## config.mk

```make
export PLATFORM = sky130hd
export DESIGN_NAME = mem_arbiter
export DESIGN_NICKNAME = d
export VERILOG_FILES = /design/src/rtl/mem_arbiter.sv
export SDC_FILE = /design/constraint.sdc
export NUM_CORES = 1
export LEC_CHECK = 0
export CAP_MARGIN = 10
export CORE_AREA = 5 5 100 102
export DETAILED_ROUTE_END_ITERATION = 7
export DIE_AREA = 0 0 105 107
export DONT_BUFFER_PORTS = 1
export PLACE_DENSITY_LB_ADDON = 0.12
export REMOVE_ABC_BUFFERS = 1
export SLEW_MARGIN = 20
export SYNTH_ARGS = -nofsm -noshare
export SYNTH_HDL_FRONTEND = slang
export SYNTH_SLANG_ARGS = --single-unit
export TNS_END_PERCENT = 1
```

## constraint.sdc

```tcl
create_clock -name clk -period 3.22 [get_ports clk]
set_input_delay 0.483 -clock clk [delete_from_list [all_inputs] [get_ports clk]]
set_output_delay 0.483 -clock clk [all_outputs]
set_load 0.02 [all_outputs]
```

## src/rtl/mem_arbiter.sv

```systemverilog
// rtl/mem_arbiter.sv - round-robin arbiter sharing one synchronous RAM between fetch and data ports
module mem_arbiter #(
  parameter int AW     = 32,
  parameter int DW     = 32,
  parameter int RD_LAT = 1
) (
  input  logic          clk,
  input  logic          rst_n,
  input  logic          i_req,
  input  logic [AW-1:0] i_addr,
  output logic          i_ack,
  output logic [DW-1:0] i_rdata,
  input  logic          d_req,
  input  logic          d_we,
  input  logic [AW-1:0] d_addr,
  input  logic [DW-1:0] d_wdata,
  output logic          d_ack,
  output logic [DW-1:0] d_rdata,
  output logic          mem_en,
  output logic          mem_we,
  output logic [AW-1:0] mem_addr,
  output logic [DW-1:0] mem_wdata,
  input  logic [DW-1:0] mem_rdata
);

  localparam logic PORT_I = 1'b0;
  localparam logic PORT_D = 1'b1;

  logic              ipend;
  logic              dpend;
  logic              last_grant;
  logic [RD_LAT-1:0] tag_v;
  logic [RD_LAT-1:0] tag_p;
  logic              i_elig;
  logic              d_elig;
  logic              grant_i;
  logic              grant_d;
  logic [DW-1:0]     i_rdata_q;
  logic [DW-1:0]     d_rdata_q;

  // Arbitration and RAM command drive; nothing issues while reset is held.
  always_comb begin
    i_elig    = 1'b0;
    d_elig    = 1'b0;
    grant_i   = 1'b0;
    grant_d   = 1'b0;
    mem_en    = 1'b0;
    mem_we    = 1'b0;
    mem_addr  = '0;
    mem_wdata = '0;
    i_elig = rst_n & i_req & ~ipend;
    d_elig = rst_n & d_req & ~dpend;
    if (i_elig && d_elig) begin
      grant_d = (last_grant == PORT_I);
      grant_i = ~grant_d;
    end else begin
      grant_i = i_elig;
      grant_d = d_elig;
    end
    mem_en = grant_i | grant_d;
    if (grant_d) begin
      mem_we    = d_we;
      mem_addr  = d_addr;
      mem_wdata = d_wdata;
    end else if (grant_i) begin
      mem_addr  = i_addr;
    end
  end

  // Tag pipeline: stage 0 captures the issue, the tail stage produces the ack.
  always_ff @(posedge clk or negedge rst_n) begin
    if (!rst_n) begin
      tag_v <= '0;
      tag_p <= '0;
    end else begin
      tag_v[0] <= mem_en;
      tag_p[0] <= grant_d;
      for (int k = 1; k < RD_LAT; k++) begin
        tag_v[k] <= tag_v[k-1];
        tag_p[k] <= tag_p[k-1];
      end
    end
  end

  assign i_ack = tag_v[RD_LAT-1] & (tag_p[RD_LAT-1] == PORT_I);
  assign d_ack = tag_v[RD_LAT-1] & (tag_p[RD_LAT-1] == PORT_D);

  // Pending bits block re-issue of a held request until the cycle after its ack.
  always_ff @(posedge clk or negedge rst_n) begin
    if (!rst_n) begin
      ipend      <= 1'b0;
      dpend      <= 1'b0;
      last_grant <= PORT_I;
    end else begin
      if (grant_i)    ipend <= 1'b1;
      else if (i_ack) ipend <= 1'b0;
      if (grant_d)    dpend <= 1'b1;
      else if (d_ack) dpend <= 1'b0;
      if (mem_en)     last_grant <= grant_d;
    end
  end

  // Read data holding registers; the ack cycle passes mem_rdata straight through.
  always_ff @(posedge clk or negedge rst_n) begin
    if (!rst_n) begin
      i_rdata_q <= '0;
      d_rdata_q <= '0;
    end else begin
      if (i_ack) i_rdata_q <= mem_rdata;
      if (d_ack) d_rdata_q <= mem_rdata;
    end
  end

  assign i_rdata = i_ack ? mem_rdata : i_rdata_q;
  assign d_rdata = d_ack ? mem_rdata : d_rdata_q;

endmodule

```

* After elaboration in Yosys (flattened, before gate mapping)
Index checks and enable logic that the tools add are counted.
** Operators by class
- Multiplexer cells :: 12
- Bitwise logic cells :: 11
- Reductions and logical operators :: 3
** Operators by type and width (count)
- 32-bit two-way mux :: 5
- 1-bit two-way mux :: 7
- 1-bit AND :: 6
- 1-bit inverter :: 4
- 2-bit nonzero test :: 2
- 1-bit logical AND :: 1
- 1-bit bitwise OR :: 1
** Word-level totals
- Register bits :: 69
- Word-level logic and storage cells :: 33

* Depth between registers and ports, before layout
- Depth in word-level cells :: 6
- Gate-level depth with buffers :: 5
- Depth with buffers taken out :: 3

* Worst setup path after synthesis
No wires, ideal clock.
- Path kind :: input to output
- Start point :: input i_req
- End point :: output mem_wdata[14]
- Arrival :: 1366 ps
- Data required time :: 2737 ps
- Slack :: 1371 ps
- Cell stages on the path :: 5
- Path buffers :: 2
- Cells stage by stage :: nor2b_2 > a21oi_2 > buf_4 > buf_4 > and2_1
** Between the ends
- Word-level cells in the longest chain between the ends :: 5
** RTL lines
- start: declaration :: RTL line 9 : input logic i_req,
- 1-bit AND (2 in series) :: RTL line 51 : i_elig = rst_n & i_req & ~ipend;
- 1-bit logical AND :: RTL line 53 : if (i_elig && d_elig) begin
- 1-bit two-way mux :: RTL line 53
- 32-bit two-way mux :: RTL line 61 : if (grant_d) begin
- end: declaration :: RTL line 22 : output logic [DW-1:0] mem_wdata,
Every way passes these cells.

* Final worst setup path
- Start point :: register dpend
- End point :: output mem_wdata[8]
** Between the ends
- Word-level cells in the longest chain between the ends :: 5
** RTL lines
- start: declaration :: RTL line 30 : logic dpend;
- start signal: assignment :: RTL line 92 : dpend <= 1'b0;
- start signal: assignment :: RTL line 97 : if (grant_d) dpend <= 1'b1;
- start signal: assignment :: RTL line 98 : else if (d_ack) dpend <= 1'b0;
- 1-bit inverter * :: RTL line 52 : d_elig = rst_n & d_req & ~dpend;
- 1-bit AND * :: RTL line 52
- 1-bit logical AND :: RTL line 53
- 1-bit two-way mux * :: RTL line 53
- 32-bit two-way mux * :: RTL line 61
Mark *: on every way between the ends. The rest lies on a longest branch, timed or not.

==> reports/results.tsv <==
metric	value	unit
status	finished, final reports clean	
ir_worst_vdd	489.1	uV
synth_top_area_frac	0.5516	
drv_cap	0	
fmax	0.3843	GHz
root_buffer	clkbuf_8	
dr.pass1.iters	4	
path_buf_inv	1	
slew_viol_final	0	
preCtsSetupSlack	0.8747	ns
critPathCaptureType	primary output	
core-area	0.009021	mm^2
synth_area	0.003131	mm^2
cts.sinks	69	
final_common_cell	dfrtp_1	
critPathLaunchType	flop	
dp_hpwl	6963	um
gp_congestion	0.6897	
relSlewSlack	0.4003	
drtIter0Drc	62	
tightest_slew	0.8995	ns
setup_ws	0.6181	ns
yosys_warnings	0	
r2r_start	tag_p	
synthCells	230	
crit_start	dpend	
crit_family	simple AND/OR/NAND/NOR gates	
wl	8952	um
grt_pass1_vias	2021	
yosys.area.top_type	dfrtp_1	
cts_tree	yes	
synth-edff-count	0	
fillers	849	
rsz0062_at_grt	false	
ant_nets	0	
initial_core_util	0.3470	
cts-buffers-inserted	9	
clk_latency	0.33	ns
required	2.74	ns
antennaDiodeCount	0	
chipWidth	105	um
skew	0.008952	ns
arrival	2.12	ns
async_flop_share	1.000	
synthFlopType	dfrtp_1	
viasPerCell	5.464	
pin_count	265	
clk_pin_slew	0.07	ns
antenna_found_initial	0	
powerDensity	1064	mW/mm^2
fin_area	0.003412	mm^2
vias	1874	
post_dp_cell_area	0.003207	mm^2
cts_buffer_depth	2	
port_buffers	0	
grt_start_max_net_pins	70	
slowest_stage	a21oi_4	
final_cell_mix	69 x dfrtp_1, 64 x mux2_2, 33 x and2_1, 32 x a22o_1, 9 x clkbuf_8	
power_leakage	1.483	nW
max_stage_delay	0.49	ns
finalHoldViolations	0	
dieArea	0.01124	mm^2
path_max_fanout	32	
setup_violations	0	
synth-seq-area-share	0.5516	
synth_cell_types	18	
dieHeight	107	um
drive_gt1_frac	0.3707	
grt_overflow	0	
synthToLayoutAreaGrowth	8.993	%
fin_nets	362	
crit_chain	nand3b_1, a21oi_4, buf_4, and2_1	
htreeDepth	3	
synth.top_cells.by_area	dfrtp_1 55%, mux2_2 23%, a22o_1 9.0%	
drt-wirelength-per-cell	26.10	um
grt_pass1_wl	12360	um
fin_crit_sh	0.8081	
drc	0	
tns	0	ns
power	3.631	mW
period_minus_slack	2.602	ns
ys_ff_latch	69	
num_rows	35	
grtUsageTotal	0.1461	
critPathKind	reg -> out	
hold_class	in -> async	
synth_area_per_cell	13.61	um^2
==> Yosys cell counts, types with 2 or more instances <==
library cell,n
dfrtp_1,69
mux2_2,64
a21o_1,3
inv_1,3
and2_1,33
nand2_1,2
a22o_1,32
buf_4,5
buf_2,10
==> layout make-up <==
| type | count | area, um^2 | area share |
|---|---|---|---|
| Sequential cell | 69 | 1727 | 0.5061 |
| Multi-Input combinational cell | 141 | 1300 | 0.3810 |
| Tap cell | 111 | 138.9 | 0.04070 |
| Clock buffer | 9 | 123.9 | 0.03630 |
| Timing Repair Buffer | 5 | 57.56 | 0.01687 |
| Clock inverter | 5 | 53.80 | 0.01577 |
| Inverter | 3 | 11.26 | 0.003300 |
==> worst paths after layout <==
path                           endpoint  slack [ns]  depth (start not counted)
setup / recovery           mem_wdata[8]        0.62                          4
hold / removal             i_rdata_q[4]        0.03                          1
setup reg to reg           i_rdata_q[2]        1.51                          2
hold reg to reg                   ipend        0.51                          1
max in group asynchronous         ipend        2.91                          1
min in group clk             last_grant        0.33                          2
==> through the flow <==
| stage | cells | hold slack (ns) | utilization |
|---|---|---|---|
| floorplan | 213 | 0.1874 | - |
| global placement | 328 | 0.1893 | 0.3555 |
| detailed placement | 328 | 0.1899 | 0.3555 |
| CTS | 343 | 0.02338 | 0.3782 |
| global route | 343 | 0.03138 | 0.3782 |
| finish | 343 | 0.03441 | 0.3782 |
==> power breakdown <==
group	internal, mW	switching (mW)
Sequential	1.29	0.104
Clock	0.346	0.310
Combinational	0.454	1.13
Total	2.09	1.54
==> per-layer routing <==
metal,GRT usage,up-vias,share of wire
met3,0.06562,10,0.11
met4,0.04932,0,0.013
li1,-,814,-
met2,0.2280,131,0.49
met1,0.1799,919,0.39
met5,0,-,0
==> sequential cells by signal, summed over array words and instances, names as in the netlist <==
signal,cells
ipend,1
tag_v,1
i_rdata_q,32
d_rdata_q,32
dpend,1
tag_p,1
last_grant,1
==> cell families after synthesis <==
kind of cell / after synthesis / share of synthesized area
simple gates: 39 / 0.07674
compound gates: 38 / 0.1051
mux: 64 / 0.2302
buf+inv: 20 / 0.03637
flops: 69 / 0.5516
==> worst reg2reg max path, delay by kind of cell (launching register included) <==
kind	cells	cell delay, ns
and+or+nand+nor	1	0.71
muxes	1	0.53
DFF	1	0.34
==> timing repair <==
action	4_1_cts	5_1_grt
gates resized for setup	0	0
hold endpoints to repair	69	0
hold buffers	1	0
setup buffers	0	0
Note: power is estimated with default switching activity, not from simulation.
